**src/rtl/pass_switch_arbiter.sv**
```systemverilog
// Round-robin arbiter and break-before-make controller for one tranif1 pass switch.
// Define HOLD_LIMIT_EN to add the MAX_HOLD forced-release (preempt) logic.
module pass_switch_arbiter #(
    parameter int TURNAROUND_CYCLES = 2,
    parameter int MAX_HOLD          = 16
) (
    input  logic clk,
    input  logic rst,
    input  logic req_l,
    input  logic req_r,
    output logic gnt_l,
    output logic gnt_r,
    output logic dir,
    output logic sw_en,
    output logic left_oe,
    output logic right_oe,
    output logic busy,
    output logic preempt
);

    // state  | meaning
    // IDLE   | all drivers off, switch open; arbitrate pending requests
    // SETUP  | owner driver enabled, dir set, switch still open
    // ACTIVE | switch conducting, owner granted
    // BREAK  | switch opened, owner driver still enabled
    // TURN   | all drivers off for TURNAROUND_CYCLES cycles
    typedef enum logic [2:0] {
        S_IDLE,
        S_SETUP,
        S_ACTIVE,
        S_BREAK,
        S_TURN
    } state_t;

    localparam int TW = (TURNAROUND_CYCLES > 0) ? $clog2(TURNAROUND_CYCLES + 1) : 1;
    localparam logic [TW-1:0] TURN_LOAD = (TURNAROUND_CYCLES > 0) ? TW'(TURNAROUND_CYCLES - 1) : '0;

    state_t        state, state_nxt;
    logic          owner, owner_nxt;          // 0 = left, 1 = right
    logic          last_served, last_nxt;
    logic [TW-1:0] turn_cnt, turn_nxt;
    logic          owner_req, other_req, force_brk;
    logic          gnt_l_nxt, gnt_r_nxt, dir_nxt, sw_en_nxt;
    logic          left_oe_nxt, right_oe_nxt, busy_nxt, preempt_nxt, drive_nxt;

    assign owner_req = owner ? req_r : req_l;
    assign other_req = owner ? req_l : req_r;

`ifdef HOLD_LIMIT_EN
    localparam int HW = $clog2(MAX_HOLD + 1);
    logic [HW-1:0] hold_cnt;

    // Loaded with 1 on ACTIVE entry so the count includes the current ACTIVE cycle.
    always_ff @(posedge clk or posedge rst) begin
        if (rst) begin
            hold_cnt <= '0;
        end else if (state == S_SETUP) begin
            hold_cnt <= HW'(1);
        end else if (state == S_ACTIVE && hold_cnt != HW'(MAX_HOLD)) begin
            hold_cnt <= hold_cnt + 1'b1;
        end
    end

    assign force_brk = (state == S_ACTIVE) && (hold_cnt == HW'(MAX_HOLD)) && other_req;
`else
    assign force_brk = 1'b0;
`endif

    always_comb begin
        state_nxt   = state;
        owner_nxt   = owner;
        last_nxt    = last_served;
        turn_nxt    = turn_cnt;
        preempt_nxt = 1'b0;
        case (state)
            S_IDLE: begin
                if (req_l || req_r) begin
                    state_nxt = S_SETUP;
                    owner_nxt = (req_l && req_r) ? ~last_served : req_r;
                end
            end
            S_SETUP:  state_nxt = S_ACTIVE;
            S_ACTIVE: begin
                if (!owner_req) begin
                    state_nxt = S_BREAK;
                end else if (force_brk) begin
                    state_nxt   = S_BREAK;
                    preempt_nxt = 1'b1;
                end
            end
            S_BREAK: begin
                last_nxt = owner;
                if (TURNAROUND_CYCLES == 0) begin
                    state_nxt = S_IDLE;
                end else begin
                    state_nxt = S_TURN;
                    turn_nxt  = TURN_LOAD;
                end
            end
            S_TURN: begin
                if (turn_cnt == '0) state_nxt = S_IDLE;
                else                turn_nxt  = turn_cnt - 1'b1;
            end
            default: state_nxt = S_IDLE;
        endcase

        // Outputs are decoded from the next state so the registers line up with it.
        drive_nxt    = (state_nxt == S_SETUP) || (state_nxt == S_ACTIVE) || (state_nxt == S_BREAK);
        sw_en_nxt    = (state_nxt == S_ACTIVE);
        gnt_l_nxt    = sw_en_nxt && !owner_nxt;
        gnt_r_nxt    = sw_en_nxt && owner_nxt;
        left_oe_nxt  = drive_nxt && !owner_nxt;
        right_oe_nxt = drive_nxt && owner_nxt;
        busy_nxt     = (state_nxt != S_IDLE);
        dir_nxt      = (state_nxt == S_SETUP) ? owner_nxt : dir;
    end

    always_ff @(posedge clk or posedge rst) begin
        if (rst) begin
            state       <= S_IDLE;
            owner       <= 1'b0;
            last_served <= 1'b1;
            turn_cnt    <= '0;
            gnt_l       <= 1'b0;
            gnt_r       <= 1'b0;
            dir         <= 1'b0;
            sw_en       <= 1'b0;
            left_oe     <= 1'b0;
            right_oe    <= 1'b0;
            busy        <= 1'b0;
            preempt     <= 1'b0;
        end else begin
            state       <= state_nxt;
            owner       <= owner_nxt;
            last_served <= last_nxt;
            turn_cnt    <= turn_nxt;
            gnt_l       <= gnt_l_nxt;
            gnt_r       <= gnt_r_nxt;
            dir         <= dir_nxt;
            sw_en       <= sw_en_nxt;
            left_oe     <= left_oe_nxt;
            right_oe    <= right_oe_nxt;
            busy        <= busy_nxt;
            preempt     <= preempt_nxt;
        end
    end

endmodule
```
**config.mk**
```make
export PLATFORM = sky130hd
export DESIGN_NAME = pass_switch_arbiter
export DESIGN_NICKNAME = d
export VERILOG_FILES = /design/src/rtl/pass_switch_arbiter.sv
export SDC_FILE = /design/constraint.sdc
export NUM_CORES = 1
export LEC_CHECK = 0
export CAP_MARGIN = 20
export CORE_MARGIN = 5
export CORE_UTILIZATION = 40
export CTS_BUF_LIST = sky130_fd_sc_hd__clkbuf_8
export CTS_CLUSTER_DIAMETER = 200
export DETAILED_ROUTE_END_ITERATION = 8
export MAX_ROUTING_LAYER = met4
export PLACE_DENSITY = 0.62
export SYNTH_ARGS = -nofsm -noshare
export SYNTH_HDL_FRONTEND = slang
export SYNTH_SLANG_ARGS = --single-unit
```
**constraint.sdc**
```tcl
create_clock -name clk -period 2 [get_ports clk]
set_input_delay 0.4 -clock clk [delete_from_list [all_inputs] [get_ports clk]]
set_output_delay 0.4 -clock clk [all_outputs]
set_load 0.05 [all_outputs]
```
# == Word-level counts from Yosys, hierarchy flattened ==
# Cells that the tools add are included.
# word_totals
ff_bits,14
input_bits,4
out_inout_bits,8
word_cells,45
# op_classes
add_sub_neg,1
n_eq_ne,8
muxes,10
bitwise_logic,1
n_reduce_logical,14
# op_table
cell,n
$pmux 3 s5,1
$eq 3x2->1 const B,4
$mux 3,3
$eq 3x1->1 const B,2
$logic_and 1x1->1,5
$mux 1,4
$pmux 2 s2,1
$eq 3x3->1 const B,1
$logic_not 3->1,1
$logic_or 1x1->1,3
$reduce_bool 3->1,1
$logic_not 2->1,1
$mux 2,1
$ne 2x2->1 const B,1
$reduce_and 2->1,1
$reduce_bool 2->1,1
$sub 2x1->2 const B,1
$logic_not 1->1,1
$not 1->1,1

# == Logic depth before layout (Yosys ltp) ==
# Gate-level depths: netlist of the first run.
# logic_depth
ltp_word,7
depth_mapped,5
depth_no_buf,5

# == Worst setup path before layout of the first run ==
# Ideal clock, no wire load.
# synth_timing
path_type,flip-flop to flip-flop
from,register turn_cnt[0]
to,register turn_cnt[1]
setup_ps,123
arrival_ps,1296
required_time_ps,1877
slack_ps,581
path_stages_with_launch,5
n_path_buf,0
period_less_slack_ps,1419
path_cell_list,dfrtp_1 inv_1 ha_1 or4b_4 o221a_1
# synth_between
elab_chain_cells,3
word_cells_on_any_way,6
cone_classes,add/sub: 1; eq/ne: 1; mux: 2; reduce/logical: 2
# synth_rtl
item,line_no,text
start: declaration,41,"logic [TW-1:0] turn_cnt, turn_nxt;"
start signal: assignment,136,turn_cnt <= turn_nxt;
$sub 2x1->2 / $logic_not 2->1 (equally long branches),"102, 101",
$mux 2 / $ne 2x2->1 (equally long branches),n/a,
$pmux 2 s2 / $reduce_and 2->1 (equally long branches),n/a,
# Parallel ways exist; a longest one is shown, timed or not. The select of a mux whose other input is x is not followed.
# A chain may end at the register's enable or synchronous reset.

# == Worst setup path after layout of the first run ==
# layout_timing
from,register dir
to,output dir
# layout_lines
item,line_no,text
start: declaration,13,"output logic dir,"
start signal: assignment,139,dir <= dir_nxt;
# No word-level cell between the ends.

==> impl_metrics.ini, run 1 <==
[timing]
rsz0062_at_grt = no
hold_ws_ps = 485
tns_ps = 0
max_freq_mhz = 557
clock_skew_ps = 2.56
hold_viol = 0
setup_viol = 0
maxSlewViolCount = 0
post-route-min-period_ps = 1790
tightest_slew_ps = 523
timing.final.crit_share_pct = 89.7
worst_slack_ps = 206
maxSlewHeadroom_pct = 65.1

[floorplanning]
die_w_um = 51.5
dieArea_um2 = 2650
fp.coreArea_um2 = 1690
boundaryPins = 12
row_count = 15
initial_core_util_pct = 40.8
dieHeight_um = 51.5

[yosys]
yosys-top-cells-area = dfrtp_1 (47%), a2111oi_2 (4.4%), dfstp_2 (3.8%)
yosysMostFrequentCell = dfrtp_1
synth_nets = 67
syn_area_um2 = 689
yosysUniqueCellTypes = 32
ys_ff_latch = 14
async_reset_ff_share_pct = 100
synth_common_cells = dfrtp_1 (13), inv_1 (4), nand2_1 (4), o21ai_0 (4)
netlist_instances = 62
yosys.area.top_type_share_pct = 47.2
yosysWarnings = 0
seq_area_frac_synth_pct = 51.0
synth-edff-count = 0
yosys.area.top_type = dfrtp_1
synthFlopType = dfrtp_1
synth.avg_cell_area_um2 = 11.1

[grt]
grt_use_total_pct = 12.9
grt_max_degree = 15
grt.overflow.total = 0
first_global_vias = 542
grt_pass1_wl_mm = 2.43
antenna_found_initial = 0

[critical_path]
crit_buf_inv = 1
path_class = flip-flop to output pin
cp_max_fo = 2
arrival_ps = 1390
cpMaxStageDelayCell = clkdlybuf4s50_1
required_ps = 1600
cp-start-kind = flip-flop
end_kind = output pin
slowest_delay_ps = 800
crit_chain = clkdlybuf4s50_1
cp_top_family = buffers and inverters

[cells_and_area]
diodes = 0
drive_above_1_share_pct = 16.7
final_nets = 78
final_util_pct = 49.9
nFillCells = 156
area_growth_pct = 22.3

[clock_network]
cts_htree_levels = 1
ctsHoldBuffers = 0
tritoncts = yes
clockBufferDepth = 2
clkSlewWorstSetupHoldPaths_ps = 60
clockRootBuffer = clkbuf_8
cts.repair.resized = 0
clock_latency_ps = 250
numCtsBuffers = 3
clock-sinks = 14
post_cts_buffers = 0

[power]
power_leakage_nw = 0.374
p_per_area_nw_per_um2 = 1920
p_total_mw = 1.62
ir_worst_vdd_uv = 669

[placement]
pre_cts_ws_ps = 276
place.gp.congestion = 0.787
io_buffers = 10
dpl.hpwl_um = 884

[status]
status = complete, no violations

[hold_path]
min_path_type = input pin to asynchronous set/reset pin

[drt]
viasPerCell = 5.80
drt_iter0_drc = 6
postRouteAntennaNets = 0
vias = 516
wl_per_cell_um = 14.6
drtPass1Iterations = 4
routed_wl_mm = 1.30
drc = 0

[run]
max_cap_viol_count = 0
[stage by stage]
step	cell area [um^2]	std cells
2_1_floorplan	689	62
3_3_place_gp	788	85
3_5_place_dp	788	85
4_1_cts	843	89
5_1_grt	843	89
6_report	843	89
[cell usage in the layout, fill, tap and decap left out]
cell	instances
and2b_1	3
o41ai_1	1
a21o_1	1
o21ai_0	4
nand2_1	4
mux2_1	1
a21oi_2	1
mux2_4	1
o211ai_1	1
dfstp_2	1
nor4_1	1
a211oi_2	1
nand2b_1	2
a221oi_1	1
nor3b_1	1
and3_1	1
o21ai_1	1
clkbuf_8	4
inv_1	4
a2111oi_2	2
nor2_1	2
o21ba_2	1
a211oi_1	1
nand3_1	1
ha_1	1
a211o_1	1
or4b_4	1
o221a_1	1
conb_1	1
clkdlybuf4s50_1	10
nor3_1	3
dfrtp_1	13
[worst paths after layout]
kind | cells past startpoint | endpoint | from | slack, ps
setup / recovery | 1 | dir | dir | 210
hold / removal | 2 | right_oe | rst | 480
setup reg to reg | 3 | gnt_l | state[1] | 450
hold reg to reg | 1 | dir | dir | 480
max in group asynchronous | 2 | last_served | rst | 1150
min in group clk | 1 | dir | dir | 490
[logic make-up after synthesis]
logic type | count (synthesis) | synth area share [%]
and+or+nand+nor | 19 | 16.2
AOI/OAI and AO/OA | 17 | 21.2
DFF | 14 | 51.0
buffers and inverters | 8 | 5.44
muxes | 2 | 3.81
adders and majority gates | 1 | 1.81
other | 1 | 0.544
[power breakdown]
part / internal [mW] / switching, mW
registers: 0.418 / 0.155
logic: 0.324 / 0.444
clock network: 0.174 / 0.105
[flip-flops by register name (all words and copies together), names as in the netlist]
name,flops
left_oe,1
right_oe,1
state,3
sw_en,1
busy,1
turn_cnt,2
owner,1
dir,1
gnt_l,1
last_served,1
gnt_r,1
[routing by layer]
layer  vias up  wire length (um)  GRT usage (%)
met5         -                 0              -
met4         0                31           7.86
met3         4                46           3.72
met2        10               615           19.7
met1       257               602           14.9
li1        245                 -              -
[final cells by class]
class / instances / area, um^2 / share of cell area [%]
Sequential cell: 14 / 352 / 41.7
Multi-Input combinational cell: 40 / 300 / 35.6
Timing Repair Buffer: 10 / 100 / 11.9
Clock buffer: 4 / 55.1 / 6.53
Tap cell: 17 / 21.3 / 2.52
Inverter: 4 / 15.0 / 1.78
(Power assumes the default switching activity.)
==> inputs of run 2 (changes only) <==
--- a/config.mk
+++ b/config.mk
@@ -6,13 +6,16 @@
 export NUM_CORES = 1
 export LEC_CHECK = 0
 export CAP_MARGIN = 20
+export CELL_PAD_IN_SITES_DETAIL_PLACEMENT = 0
+export CELL_PAD_IN_SITES_GLOBAL_PLACEMENT = 2
 export CORE_MARGIN = 5
-export CORE_UTILIZATION = 40
+export CORE_UTILIZATION = 34
 export CTS_BUF_LIST = sky130_fd_sc_hd__clkbuf_8
 export CTS_CLUSTER_DIAMETER = 200
 export DETAILED_ROUTE_END_ITERATION = 8
 export MAX_ROUTING_LAYER = met4
-export PLACE_DENSITY = 0.62
+export PLACE_DENSITY = 0.78
+export SKIP_LAST_GASP = 1
 export SYNTH_ARGS = -nofsm -noshare
 export SYNTH_HDL_FRONTEND = slang
 export SYNTH_SLANG_ARGS = --single-unit
==> run 2 against run 1 <==
Compared with the run above:
- maximum frequency up 0.16%
- sequential share of layout area down 0.97 points
- utilization down 5.5 points
- critical endpoint unchanged
- clock skew about the same
- clock power down 4%
- worst hold slack better by 2.2 ps
- clock-buffer cell count unchanged
- highest routed layer unchanged
- routed wire length down 0.69%
- critical path type unchanged
- global-route usage down 2.0 points
- via count down 5.2%
==> impl_metrics.ini, run 2 (synthesis gave the netlist of run 1 again) <==
[placement]
place_inst = 96
io_buffers = 10
dpl.hpwl_um = 912
place.gp.congestion = 0.807

[drt]
drc = 0
drtPass1Iterations = 4
drt_iter0_drc = 15
wl_per_cell_um = 12.9
dr_wl_met2_um = 614
viasPerCell = 4.89
routed-wl-met3_um = 60
top_layer = met4
postRouteAntennaNets = 0
routed_wl_mm = 1.29
met1_length_um = 601
vias = 489

[status]
status = complete, no violations

[power]
swShare_pct = 42.7
pwr-share-clk_pct = 16.7
comb_power_share_pct = 48.4
p_per_area_nw_per_um2 = 1880
ir_worst_vdd_uv = 909
power_leakage_nw = 0.379
p_seq_share_pct = 35.0
p_total_mw = 1.62
power.internal_mw = 0.928
p_switching_mw = 0.692

[floorplanning]
die_w_um = 55.0
row_count = 16
fp.coreArea_um2 = 1940
boundaryPins = 12
dieHeight_um = 55.0
initial_core_util_pct = 35.5
dieArea_um2 = 3030

[clock_network]
clockBufferDepth = 2
clockRootBuffer = clkbuf_8
ctsHoldBuffers = 0
numCtsBuffers = 3
post_cts_buffers = 0
cts_htree_levels = 1
tritoncts = yes
clock-sinks = 14
clock_latency_ps = 240
clkSlewWorstSetupHoldPaths_ps = 60
cts.repair.resized = 0

[critical_path]
cp_top_family = buffers and inverters
crit_buf_inv = 1
slowest_delay_ps = 810
cpMaxStageDelayCell = clkdlybuf4s50_1
cp_max_fo = 2
path_class = flip-flop to output pin
crit_chain = clkdlybuf4s50_1
end_kind = output pin
cp-start-kind = flip-flop
required_ps = 1600
arrival_ps = 1390

[cells_and_area]
final_cells = 100
reg_top3 = state x3, turn_cnt x2
final_common_cell = dfrtp_1
largest_reg_flops = 3
top_register = state
final_cell_mix = dfrtp_1 (13), clkdlybuf4s50_1 (10)
drive_above_1_share_pct = 17.8
area_growth_pct = 25.2
final_nets = 79
nFillCells = 193
diodes = 0

[grt]
grt.overflow.total = 0
grt_pass1_wl_mm = 2.19
first_global_vias = 493
antenna_found_initial = 0
grt_use_total_pct = 10.9
grt_max_degree = 15

[timing]
timing.final.crit_share_pct = 89.6
tightest_slew_ps = 539
setup_viol = 0
maxSlewHeadroom_pct = 64.0
hold_viol = 0
rsz0062_at_grt = no
post-route-min-period_ps = 1790
maxSlewViolCount = 0
tns_ps = 0
max_freq_mhz = 558
clock_skew_ps = 2.26

[run]
max_cap_viol_count = 0

[hold_path]
min_path_type = flip-flop to flip-flop
-- run 2: worst paths after layout --
kind / start / cells past startpoint / slack (ps) / end
worst max-delay path: dir / 1 / 210 / dir
worst min-delay path: dir / 1 / 490 / dir
max in group asynchronous: rst / 2 / 1130 / last_served
min in group asynchronous: rst / 2 / 500 / state[1]
worst min register to register: dir / 1 / 490 / dir
worst max register to register: state[2] / 2 / 480 / turn_cnt[1]
-- run 2: per-stage QoR --
step                      hold slack, ps  worst slack, ps  utilization, %  cell area (um^2)
after floorplan                      289              581               -               689
after global placement               473              267            41.6               808
after detailed placement             477              263            41.6               808
after CTS                            491              196            44.5               863
after global routing                 508              171            44.5               863
final                                487              209            44.5               863
-- run 2: final cells by class --
type	instances	area, um^2	share of cell area, %
clock buffer	4	55.1	6.38
multi-input combinational	40	300	34.8
tap	27	33.8	3.91
timing repair buffer	11	108	12.5
sequential	14	352	40.7
inverter	4	15.0	1.74
-- run 2: power groups by stage --
stage	Combinational, mW	Clock (mW)	Sequential, mW
2_1_floorplan	0.443	0	0.699
3_3_place_gp	0.790	0	0.569
3_5_place_dp	0.791	0	0.566
4_1_cts	0.794	0.278	0.566
5_1_grt	0.850	0.291	0.589
6_report	0.784	0.270	0.566
-- run 2: worst register-to-register path, cell delays in order (launching register included) --
cell and delay, ps:
dfrtp_1 600, or4b_4 540, o221a_1 260
-- run 2: per-layer routing --
layer	up-vias	track usage [%]
met2	10	16.5
met5	-	-
li1	245	-
met1	232	12.7
met3	2	3.22
met4	0	6.07
==> inputs of run 3 (changes only) <==
--- a/config.mk
+++ b/config.mk
@@ -5,7 +5,7 @@
 export SDC_FILE = /design/constraint.sdc
 export NUM_CORES = 1
 export LEC_CHECK = 0
-export CAP_MARGIN = 20
+export CAP_MARGIN = 15
 export CELL_PAD_IN_SITES_DETAIL_PLACEMENT = 0
 export CELL_PAD_IN_SITES_GLOBAL_PLACEMENT = 2
 export CORE_MARGIN = 5
@@ -13,6 +13,7 @@
 export CTS_BUF_LIST = sky130_fd_sc_hd__clkbuf_8
 export CTS_CLUSTER_DIAMETER = 200
 export DETAILED_ROUTE_END_ITERATION = 8
+export GPL_TIMING_DRIVEN = 0
 export MAX_ROUTING_LAYER = met4
 export PLACE_DENSITY = 0.78
 export SKIP_LAST_GASP = 1
==> run 3 against run 2 <==
Compared with the run above:
- sequential power is 12% lower
- global-route usage down 0.25 points
- sequential cell count did not move
- non-clock buffer count rose by 3
- via count increased by 3.5%
- clock skew fell by 1.4 ps
- clock-buffer cell count unchanged
- die area unchanged
- worst hold slack better by 0.67 ps
- sequential share of layout area shrank 0.70 points
- clock power about the same
- critical endpoint unchanged
- largest power group unchanged
==> impl_metrics.ini, run 3 (synthesis gave the netlist of run 1 again) <==
[grt]
grt_use_total_pct = 10.6
antenna_found_initial = 0
grt_max_degree = 15
first_global_vias = 505
grt.overflow.total = 0
grt_pass1_wl_mm = 2.26

[placement]
dpl.hpwl_um = 975
place.gp.congestion = 0.731
io_buffers = 10
place_inst = 99

[critical_path]
end_kind = output pin
cp.depth = 1
crit_chain = clkdlybuf4s50_1
arrival_ps = 1380
path_class = flip-flop to output pin
ff2ff_path_depth = 4
cp-start-kind = flip-flop
cpMaxStageDelayCell = clkdlybuf4s50_1
crit_buf_inv = 1
timing.rr.start = turn_cnt[0]
crit_start = dir
cp_max_fo = 2
required_ps = 1600
cp_top_family = buffers and inverters
slowest_delay_ps = 800

[clock_network]
post_cts_buffers = 0
cts_htree_levels = 1
clockRootBuffer = clkbuf_8
clock-sinks = 14
numCtsBuffers = 3
tritoncts = yes
cts.repair.resized = 0
clock_latency_ps = 240
clkSlewWorstSetupHoldPaths_ps = 60
ctsHoldBuffers = 0
clockBufferDepth = 2

[power]
p_per_area_nw_per_um2 = 1860
ir_worst_vdd_uv = 855
power_leakage_nw = 0.393

[drt]
postRouteAntennaNets = 0
drc = 0
routed_wl_mm = 1.32
viasPerCell = 4.91
drtPass1Iterations = 4
vias = 506
wl_per_cell_um = 12.9
drt_iter0_drc = 9

[floorplanning]
dieHeight_um = 55.0
fp.coreArea_um2 = 1940
boundaryPins = 12
die_w_um = 55.0
dieArea_um2 = 3030
initial_core_util_pct = 35.5
row_count = 16

[cells_and_area]
reg_top3 = state x3, turn_cnt x2
drive_above_1_share_pct = 21.1
top_register = state
area_growth_pct = 27.4
final_nets = 82
final_common_cell = dfrtp_1
final_cells = 103
largest_reg_flops = 3
diodes = 0
final_cell_mix = dfrtp_1 (13), clkdlybuf4s50_1 (10)

[timing]
timing.final.crit_share_pct = 89.2
maxSlewHeadroom_pct = 64.5
maxSlewViolCount = 0
tns_ps = 0
post-route-min-period_ps = 1780
rsz0062_at_grt = no
clock_skew_ps = 0.829
hold_viol = 0
max_freq_mhz = 561
tightest_slew_ps = 532
setup_viol = 0

[hold_path]
min_path_cells = 1
hold_start = dir
min_path_type = flip-flop to flip-flop

[run]
max_cap_viol_count = 0

[status]
status = complete, no violations
==> run 3: per-layer routing <==
| layer | share of wire, % | vias up | GRT usage, % |
|---|---|---|---|
| li1 | - | 252 | - |
| met1 | 49 | 243 | 12.7 |
| met2 | 47 | 7 | 17.5 |
| met3 | 2.9 | 4 | 2.41 |
| met4 | 1.4 | 0 | 3.64 |
| met5 | 0 | - | - |
==> run 3: worst paths after layout <==
check / to / slack (ps)
min in group asynchronous: sw_en / 500
max in group asynchronous: last_served / 1130
setup / recovery: dir / 220
hold reg to reg: dir / 490
setup reg to reg: turn_cnt[1] / 510
hold / removal: dir / 490
==> run 3: where the power goes <==
| group | switching [mW] | internal (mW) |
|---|---|---|
| sequential | 0.0786 | 0.419 |
| clock | 0.0968 | 0.174 |
| combinational | 0.518 | 0.344 |
==> run 3: layout make-up <==
type | instances | area, um^2
Tap cell | 27 | 33.8
Fill cell | 199 | 1060
Timing Repair Buffer | 10 | 100
Inverter | 4 | 15.0
Buffer | 4 | 22.5
Sequential cell | 14 | 352
Multi-Input combinational cell | 40 | 300
Clock buffer | 4 | 55.1
==> run 3: metrics by stage <==
stage / hold slack [ps] / cell area, um^2 / total power [mW] / setup slack, ps / util [%]
after floorplan: 289 / 689 / 1.14 / 581 / -
after global placement: 463 / 823 / 1.37 / 234 / 42.4
after detailed placement: 478 / 823 / 1.38 / 255 / 42.4
after CTS: 492 / 878 / 1.65 / 204 / 45.2
after global routing: 495 / 878 / 1.75 / 180 / 45.2
final: 488 / 878 / 1.63 / 216 / 45.2
